File: config.mk
export PLATFORM = sky130hd
export DESIGN_NAME = axil_mem_slave
export DESIGN_NICKNAME = d
export VERILOG_FILES = /design/src/rtl/axil_mem_slave.sv
export SDC_FILE = /design/constraint.sdc
export NUM_CORES = 1
export LEC_CHECK = 0
export CAP_MARGIN = 10
export CORE_ASPECT_RATIO = 1.25
export CORE_UTILIZATION = 51
export CTS_BUF_LIST = sky130_fd_sc_hd__clkbuf_4 sky130_fd_sc_hd__clkbuf_8
export DETAILED_ROUTE_END_ITERATION = 8
export GPL_ROUTABILITY_DRIVEN = 0
export PLACE_DENSITY = 0.87
export SLEW_MARGIN = 40
export SYNTH_ARGS = -nofsm -noshare
export SYNTH_HDL_FRONTEND = slang
export SYNTH_SLANG_ARGS = --single-unit
File: constraint.sdc
create_clock -name CLK -period 3.6 [get_ports CLK]
set_clock_uncertainty 0.1 [all_clocks]
set_input_delay 0.54 -clock CLK [delete_from_list [all_inputs] [get_ports CLK]]
set_output_delay 0.54 -clock CLK [all_outputs]
set_load 0.02 [all_outputs]
File: src/rtl/axil_mem_slave.sv
// AXI4-Lite slave front end for the 128-byte Memory block. Handles one
// transaction at a time; partial-strobe writes go through a read-modify-write.
module axil_mem_slave #(
    parameter int ADDR_WIDTH  = 7,
    parameter int DATA_WIDTH  = 32,
    parameter int WRITE_FIRST = 1
) (
    input  logic                    CLK,
    input  logic                    RESETn,
    input  logic [ADDR_WIDTH-1:0]   AWADDR,
    input  logic                    AWVALID,
    output logic                    AWREADY,
    input  logic [DATA_WIDTH-1:0]   WDATA,
    input  logic [DATA_WIDTH/8-1:0] WSTRB,
    input  logic                    WVALID,
    output logic                    WREADY,
    output logic [1:0]              BRESP,
    output logic                    BVALID,
    input  logic                    BREADY,
    input  logic [ADDR_WIDTH-1:0]   ARADDR,
    input  logic                    ARVALID,
    output logic                    ARREADY,
    output logic [DATA_WIDTH-1:0]   RDATA,
    output logic [1:0]              RRESP,
    output logic                    RVALID,
    input  logic                    RREADY,
    output logic                    MEM_CS,
    output logic                    MEM_WE,
    output logic [ADDR_WIDTH-1:0]   MEM_WADDR,
    output logic [ADDR_WIDTH-1:0]   MEM_RADDR,
    output logic [DATA_WIDTH-1:0]   MEM_WDATA,
    input  logic [DATA_WIDTH-1:0]   MEM_RDATA
);

    localparam int STRB_W = DATA_WIDTH / 8;

    localparam logic [2:0] S_IDLE      = 3'd0;
    localparam logic [2:0] S_RMW_RD    = 3'd1;
    localparam logic [2:0] S_WR_COMMIT = 3'd2;
    localparam logic [2:0] S_WR_RESP   = 3'd3;
    localparam logic [2:0] S_RD_WAIT   = 3'd4;
    localparam logic [2:0] S_RD_RESP   = 3'd5;

    localparam logic [1:0] RESP_OKAY   = 2'b00;
    localparam logic [1:0] RESP_SLVERR = 2'b10;

    logic [2:0]            state_q, state_d;
    logic                  bvalid_q, bvalid_d;
    logic [1:0]            bresp_q, bresp_d;
    logic                  rvalid_q, rvalid_d;
    logic [1:0]            rresp_q, rresp_d;
    logic [DATA_WIDTH-1:0] rdata_q, rdata_d;
    logic                  mem_cs_q, mem_cs_d;
    logic                  mem_we_q, mem_we_d;
    logic [ADDR_WIDTH-1:0] mem_waddr_q, mem_waddr_d;
    logic [ADDR_WIDTH-1:0] mem_raddr_q, mem_raddr_d;
    logic [DATA_WIDTH-1:0] mem_wdata_q, mem_wdata_d;
    logic [DATA_WIDTH-1:0] wdata_q, wdata_d;
    logic [STRB_W-1:0]     wstrb_q, wstrb_d;

    logic                  wr_req, wr_sel, rd_sel, idle, wr_go, rd_go;
    logic [DATA_WIDTH-1:0] merged;

    // Ready is gated by reset as well so every output reads 0 while held in reset.
    assign idle   = (state_q == S_IDLE) && RESETn;
    assign wr_req = AWVALID && WVALID;
    assign wr_sel = wr_req && ((WRITE_FIRST != 0) || !ARVALID);
    assign rd_sel = ARVALID && ((WRITE_FIRST == 0) || !wr_req);
    assign wr_go  = idle && wr_sel;
    assign rd_go  = idle && rd_sel;

    assign AWREADY   = wr_go;
    assign WREADY    = wr_go;
    assign ARREADY   = rd_go;
    assign BVALID    = bvalid_q;
    assign BRESP     = bresp_q;
    assign RVALID    = rvalid_q;
    assign RRESP     = rresp_q;
    assign RDATA     = rdata_q;
    assign MEM_CS    = mem_cs_q;
    assign MEM_WE    = mem_we_q;
    assign MEM_WADDR = mem_waddr_q;
    assign MEM_RADDR = mem_raddr_q;
    assign MEM_WDATA = mem_wdata_q;

    always_comb begin
        merged = MEM_RDATA;
        for (int i = 0; i < STRB_W; i++) begin
            if (wstrb_q[i]) merged[8*i +: 8] = wdata_q[8*i +: 8];
        end
    end

    always_comb begin
        state_d     = state_q;
        bvalid_d    = bvalid_q;
        bresp_d     = bresp_q;
        rvalid_d    = rvalid_q;
        rresp_d     = rresp_q;
        rdata_d     = rdata_q;
        mem_cs_d    = mem_cs_q;
        mem_we_d    = mem_we_q;
        mem_waddr_d = mem_waddr_q;
        mem_raddr_d = mem_raddr_q;
        mem_wdata_d = mem_wdata_q;
        wdata_d     = wdata_q;
        wstrb_d     = wstrb_q;
        case (state_q)
            S_IDLE: begin
                if (wr_go) begin
                    if ((|AWADDR[1:0]) || (WSTRB == '0)) begin
                        bvalid_d = 1'b1;
                        bresp_d  = (|AWADDR[1:0]) ? RESP_SLVERR : RESP_OKAY;
                        state_d  = S_WR_RESP;
                    end else if (WSTRB == '1) begin
                        mem_waddr_d = AWADDR;
                        mem_wdata_d = WDATA;
                        mem_cs_d    = 1'b1;
                        mem_we_d    = 1'b1;
                        state_d     = S_WR_COMMIT;
                    end else begin
                        // mem_raddr_q keeps the target address for the commit cycle.
                        mem_raddr_d = AWADDR;
                        mem_cs_d    = 1'b1;
                        mem_we_d    = 1'b0;
                        wdata_d     = WDATA;
                        wstrb_d     = WSTRB;
                        state_d     = S_RMW_RD;
                    end
                end else if (rd_go) begin
                    if (|ARADDR[1:0]) begin
                        rdata_d  = '0;
                        rresp_d  = RESP_SLVERR;
                        rvalid_d = 1'b1;
                        state_d  = S_RD_RESP;
                    end else begin
                        mem_raddr_d = ARADDR;
                        mem_cs_d    = 1'b1;
                        state_d     = S_RD_WAIT;
                    end
                end
            end
            S_RMW_RD: begin
                mem_wdata_d = merged;
                mem_waddr_d = mem_raddr_q;
                mem_we_d    = 1'b1;
                state_d     = S_WR_COMMIT;
            end
            S_WR_COMMIT: begin
                mem_cs_d = 1'b0;
                mem_we_d = 1'b0;
                bvalid_d = 1'b1;
                bresp_d  = RESP_OKAY;
                state_d  = S_WR_RESP;
            end
            S_WR_RESP: begin
                if (BREADY) begin
                    bvalid_d = 1'b0;
                    state_d  = S_IDLE;
                end
            end
            S_RD_WAIT: begin
                rdata_d  = MEM_RDATA;
                rresp_d  = RESP_OKAY;
                rvalid_d = 1'b1;
                mem_cs_d = 1'b0;
                state_d  = S_RD_RESP;
            end
            S_RD_RESP: begin
                if (RREADY) begin
                    rvalid_d = 1'b0;
                    state_d  = S_IDLE;
                end
            end
            default: state_d = S_IDLE;
        endcase
    end

    always_ff @(posedge CLK or negedge RESETn) begin
        if (!RESETn) begin
            state_q     <= S_IDLE;
            bvalid_q    <= 1'b0;
            bresp_q     <= '0;
            rvalid_q    <= 1'b0;
            rresp_q     <= '0;
            rdata_q     <= '0;
            mem_cs_q    <= 1'b0;
            mem_we_q    <= 1'b0;
            mem_waddr_q <= '0;
            mem_raddr_q <= '0;
            mem_wdata_q <= '0;
            wdata_q     <= '0;
            wstrb_q     <= '0;
        end else begin
            state_q     <= state_d;
            bvalid_q    <= bvalid_d;
            bresp_q     <= bresp_d;
            rvalid_q    <= rvalid_d;
            rresp_q     <= rresp_d;
            rdata_q     <= rdata_d;
            mem_cs_q    <= mem_cs_d;
            mem_we_q    <= mem_we_d;
            mem_waddr_q <= mem_waddr_d;
            mem_raddr_q <= mem_raddr_d;
            mem_wdata_q <= mem_wdata_d;
            wdata_q     <= wdata_d;
            wstrb_q     <= wstrb_d;
        end
    end

endmodule
==> impl_results.md <==
* Vias per cell at 5.66
* Final setup viols at 0
* WP data required at 2.96 ns
* Seq cells post-synth at 123
* Comb power frac at 39.5%
* Final Cycle Share at 95.9%
* Synth area leader: dfrtp_1
* Hold Startpoint: MEM_WDATA[7]
* Synth top area share at 56.5%
* H-tree levels at 4
* Die width at 94.4 µm
* Filler cells at 684
* Reg-to-Reg Start: state_q[2]
* CP max stage delay at 0.63 ns
* Hpwl dp at 10.2 mm
* Crit start category: primary input
* Setup Crit Path Kind: in2out
* Seq/Total Area, Yosys at 56.5%
* Post-synth cell types at 44
* # Max-Cap Violations at 0
* First-pass GRT wire length at 23.3 mm
* Largest net degree at the start of global routing at 73
* Initial DRC count at 206
* Maximum vdd drop at 0.437 mV
* Worst-path cell chain: dlygate4sd3_1 > buf_4 > nor4b_4 > nand3_4 > inv_1 > clkdlybuf4s50_1
* Starting Density at 53.1%
* Hold Vio Cnt, Final at 0
* Tmin final at 3.45 ns
* Vias in the first global route at 4623
* CTS tree: built
* Register share of total power at 39.6%
* Height of the die at 118 µm
* Die area at 11100 µm²
* Unrepaired setup endpoints after global routing: no
* Multi-input gate area at 2200 µm²
* Clock Pin Slew Worst Setup and Hold Paths at 0.07 ns
* Switching share of power at 36.2%
* GRT Resource Usage Total at 27.8%
* Vias at 4429
* Asr flop ratio synth at 100%
* Power share of the clock group at 20.9%
* Placeable Area at 10300 µm²
* Commonest non-fill, non-tap cell in the layout: clkdlybuf4s50_1
* P&R area growth vs syn at 40.7%
* Pleak at 3.35 nW
* Cell row count at 41
* Clock Latency Late Sink at 0.43 ns
* Final WL at 14.7 mm
* Antenna cell count at 0
* Final #Nets at 731
* Largest cells by area after synthesis: dfrtp_1 (56%), mux2_2 (7.9%), mux2i_1 (6.8%)
* Global route overflow at 0
* I/O Pins at 178
* Pwr/cell area at 724 nW/µm²
* Max FO, Critical Path at 17
* Int Power at 0.00354 W
* CTS Root Cell: clkbuf_8
* Commonest non-fill, non-tap cells in the layout: clkdlybuf4s50_1 (174), dfrtp_1 (123), nand2_1 (77)
* Ys flop type: dfrtp_1
* Setup bufs post-CTS at 0
* EDFF count, synth at 0
* Synthesized instance count at 475
* FMAX at 0.290 GHz
* Fin. max-slew vios at 0
* Fraction of layout cells with a size suffix above 1 at 13.3%
* Routed Antenna Nets at 0
* DR WL/cell at 18.8 µm
* Post-route DRC at 0
* Clk sink count at 123
* HP Class: reg2reg
* Critical path data arrival time at 2.81 ns
* Final Core Density at 74.7%
* Rel. slew slack at 51.8%
* Crit. Startpoint: RESETn
* Run status: finished clean
* Number of iterations in the first detailed-routing pass at 5
* Worst-Margin Slew at 0.723 ns
* TNS Setup at 0 ns
* Crit-path slowest cell: clkdlybuf4s50_1
* FF+latch area at 3080 µm²
* Maximum clock insertion buffer count at 2
* # port buffers at 175
* CTS buffer count at 17
* CP Capture Type: output pin
* Sw Pwr at 0.00201 W
* Mean area per synthesized cell at 11.5 µm²
* Post-Syn Area at 5450 µm²
* Syn. warnings at 0
* Antenna violations before repair at 0
-- metal layers --
metal	routed length, µm	GRT usage (%)	up-vias
met3	910	5.56	25
li1	-	-	2025
met1	5530	31.5	2213
met5	0	0	-
met4	327	13.4	0
met2	7950	48.9	166
-- cell usage after synthesis (all sizes together), types with 2 or more instances --
| master | number |
|---|---|
| dfrtp | 123 |
| nor2b | 2 |
| inv | 5 |
| buf | 14 |
| a21oi | 3 |
| a22o | 34 |
| o22a | 3 |
| a311o | 2 |
| nand2 | 77 |
| nor2 | 7 |
| mux2 | 43 |
| nand3 | 2 |
| o21ai | 75 |
| clkbuf | 24 |
| o31ai | 3 |
| mux2i | 37 |
-- power groups by stage --
| stage | logic [W] | registers, W | clock network, W |
|---|---|---|---|
| 6_report | 0.00219 | 0.00220 | 0.00116 |
| 3_3_place_gp | 0.00211 | 0.00218 | 0 |
| 5_1_grt | 0.00236 | 0.00225 | 0.00123 |
| 3_5_place_dp | 0.00219 | 0.00221 | 0 |
| 4_1_cts | 0.00221 | 0.00219 | 0.00117 |
| 2_1_floorplan | 0.000917 | 0.00245 | 0 |
-- path summary, 6_finish.rpt --
| kind | endpoint | slack (ns) | depth (start not counted) |
|---|---|---|---|
| min in group asynchronous | MEM_CS | 0.42 | 2 |
| setup reg to reg | wdata_q[14] | 0.92 | 5 |
| max in group asynchronous | MEM_WDATA[24] | 1.54 | 4 |
| hold / removal | MEM_WDATA[7] | 0.38 | 2 |
| setup / recovery | AWREADY | 0.15 | 6 |
| hold reg to reg | MEM_WDATA[7] | 0.38 | 2 |
-- registers in the layout, summed over array words and instances (netlist names), 3 cells and up --
| signal | cells |
|---|---|
| MEM_RADDR | 7 |
| wstrb_q | 4 |
| MEM_WDATA | 32 |
| wdata_q | 32 |
| state_q | 3 |
| MEM_WADDR | 7 |
| RDATA | 32 |
-- area by class of cell --
type	count	area share, %
Sequential cell	123	40.2
Timing Repair Buffer	185	23.9
Clock buffer	24	4.07
Tap cell	129	2.11
Inverter	5	0.245
Clock inverter	7	0.849
Multi-Input combinational cell	310	28.7
-- what timing repair did --
action / 4_1_cts / 5_1_grt
hold endpoints to repair: 13 / 0
gates resized for setup: 0 / 0
hold buffers: 1 / 0
-- cell families after synthesis --
family                    after synthesis  synth area share, %
AOI/OAI and AO/OA                     127                 15.2
DFF                                   123                 56.5
and+or+nand+nor                       100                 8.61
muxes                                  80                 15.7
buffers and inverters                  43                 3.74
xor gates and xnor gates                1                0.161
other                                   1               0.0688
-- worst max-delay path, delay by kind of cell --
kind / cells / cell delay [ns]
buffers and inverters: 4 / 1.62
and+or+nand+nor: 2 / 0.65
-- through the flow --
step,instance area (µm²),std cells,setup WS (ns),total power (W),hold slack [ns]
3_5_place_dp,7270,751,0.694,0.00440,0.314
3_3_place_gp,7270,751,0.774,0.00429,0.310
5_1_grt,7660,783,0.00890,0.00584,0.406
4_1_cts,7660,783,0.0947,0.00558,0.384
6_report,7660,783,0.146,0.00555,0.383
2_1_floorplan,5450,476,1.40,0.00337,0.144
No activity file was read; power rests on OpenSTA's default activity.
